[config.mk]
export PLATFORM = sky130hd
export DESIGN_NAME = alu_32bit
export DESIGN_NICKNAME = d
export VERILOG_FILES = /design/src/rtl/alu_pkg.sv /design/src/rtl/cmp_zero.sv /design/src/rtl/alu_32bit.sv
export SDC_FILE = /design/constraint.sdc
export NUM_CORES = 1
export LEC_CHECK = 0
export CORE_MARGIN = 3
export CORE_UTILIZATION = 50
export CTS_CLUSTER_DIAMETER = 40
export DETAILED_ROUTE_END_ITERATION = 16
export HOLD_SLACK_MARGIN = 0.12
export PLACE_DENSITY = 0.74
export SLEW_MARGIN = 20
export SYNTH_ARGS = -nofsm -noshare
export SYNTH_HDL_FRONTEND = slang
export SYNTH_SLANG_ARGS = --single-unit
[constraint.sdc]
create_clock -name write_clk -period 11.8 [get_ports write_clk]
set_input_delay 1.18 -clock write_clk [delete_from_list [all_inputs] [get_ports write_clk]]
set_output_delay 1.18 -clock write_clk [all_outputs]
set_load 0.005 [all_outputs]
[src/rtl/alu_pkg.sv]
// Shared constants and op-code encoding for the registered 32-bit ALU.
// Latency: n/a (declarations only). Backpressure: n/a.
package alu_pkg;

    localparam int WIDTH   = 32;
    localparam int SHAMT_W = 5;

    typedef enum logic [3:0] {
        OP_ADD   = 4'd0,
        OP_SUB   = 4'd1,
        OP_AND   = 4'd2,
        OP_OR    = 4'd3,
        OP_XOR   = 4'd4,
        OP_NOT   = 4'd5,
        OP_SLA   = 4'd6,
        OP_SRA   = 4'd7,
        OP_SRL   = 4'd8,
        OP_PASSB = 4'd9,
        OP_PASSA = 4'd10
    } alu_op_e;

endpackage

[src/rtl/cmp_zero.sv]
// Classifies a two's-complement value as zero, positive or negative (one-hot).
// Latency: combinational. Backpressure: none.
module cmp_zero
    import alu_pkg::*;
(
    input  logic [WIDTH-1:0] i_val,
    output logic             o_eqz,
    output logic             o_gz,
    output logic             o_lz
);

    logic w_eqz;
    logic w_lz;

    assign w_eqz = ~|i_val;
    assign w_lz  = i_val[WIDTH-1];

    assign o_eqz = w_eqz;
    assign o_lz  = w_lz;
    assign o_gz  = ~w_eqz & ~w_lz;

endmodule

[src/rtl/alu_32bit.sv]
// Registered 32-bit ALU plus rt zero/sign classifier; ALU_STATUS_EN adds carry/ovf/zero outputs.
// Latency: 1 cycle. Backpressure: none, one operation accepted per cycle; outputs hold while idle.
module alu_32bit
    import alu_pkg::*;
(
    input  logic             write_clk,
    input  logic             rst,
    input  logic             in_valid,
    input  logic [WIDTH-1:0] a,
    input  logic [WIDTH-1:0] b,
    input  logic [3:0]       alu_op,
    input  logic [WIDTH-1:0] cmp_in,
    output logic             out_valid,
    output logic [WIDTH-1:0] result,
    output logic             eqz,
    output logic             gz,
    output logic             lz
`ifdef ALU_STATUS_EN
    ,
    output logic             carry,
    output logic             ovf,
    output logic             zero
`endif
);

    logic [SHAMT_W-1:0] w_shamt;
    logic [WIDTH-1:0]   w_res;
    logic [WIDTH-1:0]   w_sra;
    logic               w_eqz;
    logic               w_gz;
    logic               w_lz;

    logic               r_out_valid;
    logic [WIDTH-1:0]   r_result;
    logic               r_eqz;
    logic               r_gz;
    logic               r_lz;

    // Only the low bits of b steer the shifter; upper bits are ignored so b=33 shifts by 1.
    assign w_shamt = b[SHAMT_W-1:0];
    assign w_sra   = $signed(a) >>> w_shamt;

`ifdef ALU_STATUS_EN
    // Extra MSB captures carry-out of ADD and borrow of SUB.
    logic [WIDTH:0] w_sum;
    logic [WIDTH:0] w_diff;
    logic           w_carry;
    logic           w_ovf;
    logic           r_carry;
    logic           r_ovf;
    logic           r_zero;

    assign w_sum  = {1'b0, a} + {1'b0, b};
    assign w_diff = {1'b0, a} - {1'b0, b};

    always_comb begin
        w_carry = 1'b0;
        w_ovf   = 1'b0;
        if (alu_op == OP_ADD) begin
            w_carry = w_sum[WIDTH];
            w_ovf   = (a[WIDTH-1] == b[WIDTH-1]) && (w_sum[WIDTH-1] != a[WIDTH-1]);
        end else if (alu_op == OP_SUB) begin
            w_carry = ~w_diff[WIDTH];
            w_ovf   = (a[WIDTH-1] != b[WIDTH-1]) && (w_diff[WIDTH-1] != a[WIDTH-1]);
        end
    end
`else
    logic [WIDTH-1:0] w_sum;
    logic [WIDTH-1:0] w_diff;

    assign w_sum  = a + b;
    assign w_diff = a - b;
`endif

    always_comb begin
        w_res = '0;
        case (alu_op)
            OP_ADD:   w_res = w_sum[WIDTH-1:0];
            OP_SUB:   w_res = w_diff[WIDTH-1:0];
            OP_AND:   w_res = a & b;
            OP_OR:    w_res = a | b;
            OP_XOR:   w_res = a ^ b;
            OP_NOT:   w_res = ~a;
            OP_SLA:   w_res = a << w_shamt;
            OP_SRA:   w_res = w_sra;
            OP_SRL:   w_res = a >> w_shamt;
            OP_PASSB: w_res = b;
            OP_PASSA: w_res = a;
            default:  w_res = '0;
        endcase
    end

    cmp_zero u_cmp_zero (
        .i_val (cmp_in),
        .o_eqz (w_eqz),
        .o_gz  (w_gz),
        .o_lz  (w_lz)
    );

    // Reset wins over in_valid, so an op presented alongside rst is dropped.
    always_ff @(posedge write_clk) begin
        if (rst) begin
            r_out_valid <= 1'b0;
            r_result    <= '0;
            r_eqz       <= 1'b0;
            r_gz        <= 1'b0;
            r_lz        <= 1'b0;
        end else begin
            r_out_valid <= in_valid;
            if (in_valid) begin
                r_result <= w_res;
                r_eqz    <= w_eqz;
                r_gz     <= w_gz;
                r_lz     <= w_lz;
            end
        end
    end

`ifdef ALU_STATUS_EN
    always_ff @(posedge write_clk) begin
        if (rst) begin
            r_carry <= 1'b0;
            r_ovf   <= 1'b0;
            r_zero  <= 1'b0;
        end else if (in_valid) begin
            r_carry <= w_carry;
            r_ovf   <= w_ovf;
            r_zero  <= (w_res == '0);
        end
    end

    assign carry = r_carry;
    assign ovf   = r_ovf;
    assign zero  = r_zero;
`endif

    assign out_valid = r_out_valid;
    assign result    = r_result;
    assign eqz       = r_eqz;
    assign gz        = r_gz;
    assign lz        = r_lz;

endmodule

==> impl_metrics.csv <==
group,metric,value,unit
critical_path,rr_endpoint,"result[29]",
yosys,synth_cell_types,77,
yosys,synth-async-reset-ratio,0,%
timing,report.final.slew_viol_count,0,
yosys,synth_fp_nets,1585,
cells_and_area,fin_nets,1642,
place,hpwl,34400,um
drt,antenna_left,0,
critical_path,crit_type,"in -> reg",
critical_path,cp-start-kind,"primary input",
yosys,netlist_area,0.00967,mm^2
clock_tree,tritoncts,"yes",
global_route,grt_max_degree,71,
cells_and_area,drive_gt1_share,6.87,%
global_route,grt_pass1_wl,69200,um
drt,vias,12000,
global_route,track_usage,41.9,%
global_route,antenna_found_initial,2,
drt,drt_iter0_drc,1876,
timing,tns,0,ps
critical_path,critPathCaptureType,"flop",
cells_and_area,area_delta_synth_final,16.8,%
yosys,ys_ff_latch,36,
outcome,outcome,"completed",
timing,hold_viol,0,
run,drv_cap,0,
critical_path,worstReg2RegStart,"result[29]",
power_and_ir_drop,ir_worst_vdd,0.0525,mV
timing,rsz0062_at_grt,"false",
yosys,synth_top_cell_by_area,"ha_1",
drt,totalWireLength,45800,um
die,start_util,51.4,%
clock_tree,insertion_delay,290,ps
timing,worst-slew-pin-transition,1060,ps
yosys,ys_seq_area_share,7.45,%
clock_tree,cts.reportedPaths.clkPinSlew,60,ps
yosys,synth_edf_count,0,
place,place_congestion,1.05,
critical_path,ff2ff_path_depth,5,
clock_tree,postCtsHoldBufs,0,
timing,slew_headroom,28.7,%
timing,max_freq,162,MHz
clock_tree,htreeDepth,2,
critical_path,crit_required,11990,ps
place,numPlacedInstances,1694,
global_route,gr-total-overflow,0,
timing,worst_slack,5610,ps
critical_path,r2r_setup_slack,9930,ps
min_path,hp-class,"reg -> reg",
clock_tree,cts_root_buffer,"clkbuf_16",
timing,post-route-period-util,52.4,%
power_and_ir_drop,pwr_density_cell,68.8,mW/mm^2
die,rows,50,
drt,drc,0,
critical_path,cp-endpoint,"result[31]",
die,dieArea,0.0210,mm^2
cells_and_area,finalCoreUtilization,60.0,%
place,dp_slack,5630,ps
place,port_buffers,138,
power_and_ir_drop,leakagePower,4.59,nW
timing,fin_skew,0,ps
cells_and_area,stdcell_count,1703,
die,die_w,145,um
place,dpl_cell_area,0.0111,mm^2
timing,min_period,6190,ps
timing,finalSetupViolations,0,
clock_tree,cts.sinks,36,
yosys,synth.top_cell.area_share,12.5,%
clock_tree,clk_path_buf_depth,2,
drt,viasPerCell,7.04,
critical_path,startpoint,"b[4]",
drt,drt_pass1_iterations,6,
yosys,synthFlopType,"dfxtp_1",
die,num_io_pins,139,
cells_and_area,final_cell_area,0.0113,mm^2
die,core-area,0.0188,mm^2
clock_tree,cts-resized-gates,0,
clock_tree,cts_made_buffers,5,
drt,route.detailed.wl_per_inst,26.9,um
yosys,synth_area_per_cell,6.99,um^2
global_route,grt_pass1_vias,10900,
yosys,yosysWarningCount,0,
clock_tree,post-cts-setup-buffer-count,0,
critical_path,arrival,6370,ps
yosys,syn-instance-count,1384,
die,fp.dieH,145,um
critical_path,crit_fanout,47,
yosys,synth_area_leaders,"ha_1 13%, dfxtp_1 7.5%, nand2_1 6.6%, mux4_2 6.5%, mux2i_1 6.3%",
power by group:
group | switching [W] | internal, W | leakage (nW) | total [W]
clock | 0.0000671 | 0.0000846 | 0.0701 | 0.000152
combinational | 0.000299 | 0.000191 | 4.22 | 0.000490
sequential | 0.00000578 | 0.000129 | 0.295 | 0.000135
total | 0.000372 | 0.000405 | 4.59 | 0.000777
synth_stat cells, types with 31 or more instances:
master    number
nand2_1      169
nor2_1       141
a21oi_1      108
o21ai_0      105
ha_1          97
clkbuf_1      77
inv_1         76
mux2i_1       61
xnor2_1       42
a221oi_1      37
dfxtp_1       36
a211oi_1      31
stage by stage:
stage / hold WS, ps / power (W)
after global placement: 464 / 0.000605
after CTS: 479 / 0.000758
after floorplan: 470 / 0.000428
after global routing: 515 / 0.000814
final: 478 / 0.000777
after detailed placement: 468 / 0.000607
per-layer routing:
| metal | GRT usage [%] | up-vias | share of wire, % |
|---|---|---|---|
| met5 | 0 | - | 0.028 |
| met4 | 14.2 | 2 | 3.9 |
| met3 | 9.81 | 138 | 14 |
| met2 | 59.3 | 889 | 41 |
| met1 | 61.9 | 5676 | 41 |
| li1 | - | 5291 | - |
placed cells by master, fill, tap and decap left out, drive strengths merged, types with 28 or more instances in the layout:
cell type	instances
inv	77
mux4	28
nand2	169
a221oi	37
o21ai	105
a21oi	108
clkdlybuf4s50	134
xnor2	42
dfxtp	36
buf	29
ha	97
mux2i	61
a211oi	31
nor2	142
flip-flops by register name, summed over array words and instances, names as in the netlist:
signal and flops:
eqz 1, out_valid 1, gz 1, result 32, lz 1
cell families after synthesis:
logic type / synth area share (%)
AND/OR/NAND/NOR: 20.8
AO/OA/AOI/OAI: 31.7
buffers and inverters: 7.79
XOR/XNOR: 4.53
multiplexers: 14.9
adder cells (fa/ha/maj): 12.8
flip-flops: 7.45
area by class of cell:
class                   instances  area, um^2
multi-input cells            1156        8250
fillers                      1803        7540
repair buffers                163        1550
flip-flops and latches         36         721
well taps                     260         325
inverters                      79         297
clock buffers                   7         143
clock inverters                 1        7.51
diodes                          1        2.50
how the worst min path moves through the flow:
stage                            to  cells past startpoint       from
after floorplan           result[4]                      2  result[4]
after global placement          eqz                      1        eqz
after detailed placement        eqz                      1        eqz
after CTS                       eqz                      1        eqz
after global routing            eqz                      1        eqz
final                           eqz                      1        eqz
critical path, cell delays in order:
cell and delay (ps):
clkdlybuf4s50_1 400, buf_4 300, nor3_1 880, nand2_1 330
nor3_1 480, nand4_1 330, o41ai_1 460, xnor2_1 110
ha_1 440, nand4_1 180, nor2_1 170, nand2b_1 70
o211ai_1 90, a31oi_1 90, o21ai_0 470, o31ai_1 150
a41o_1 210
Power figures use the tool's default switching activity.
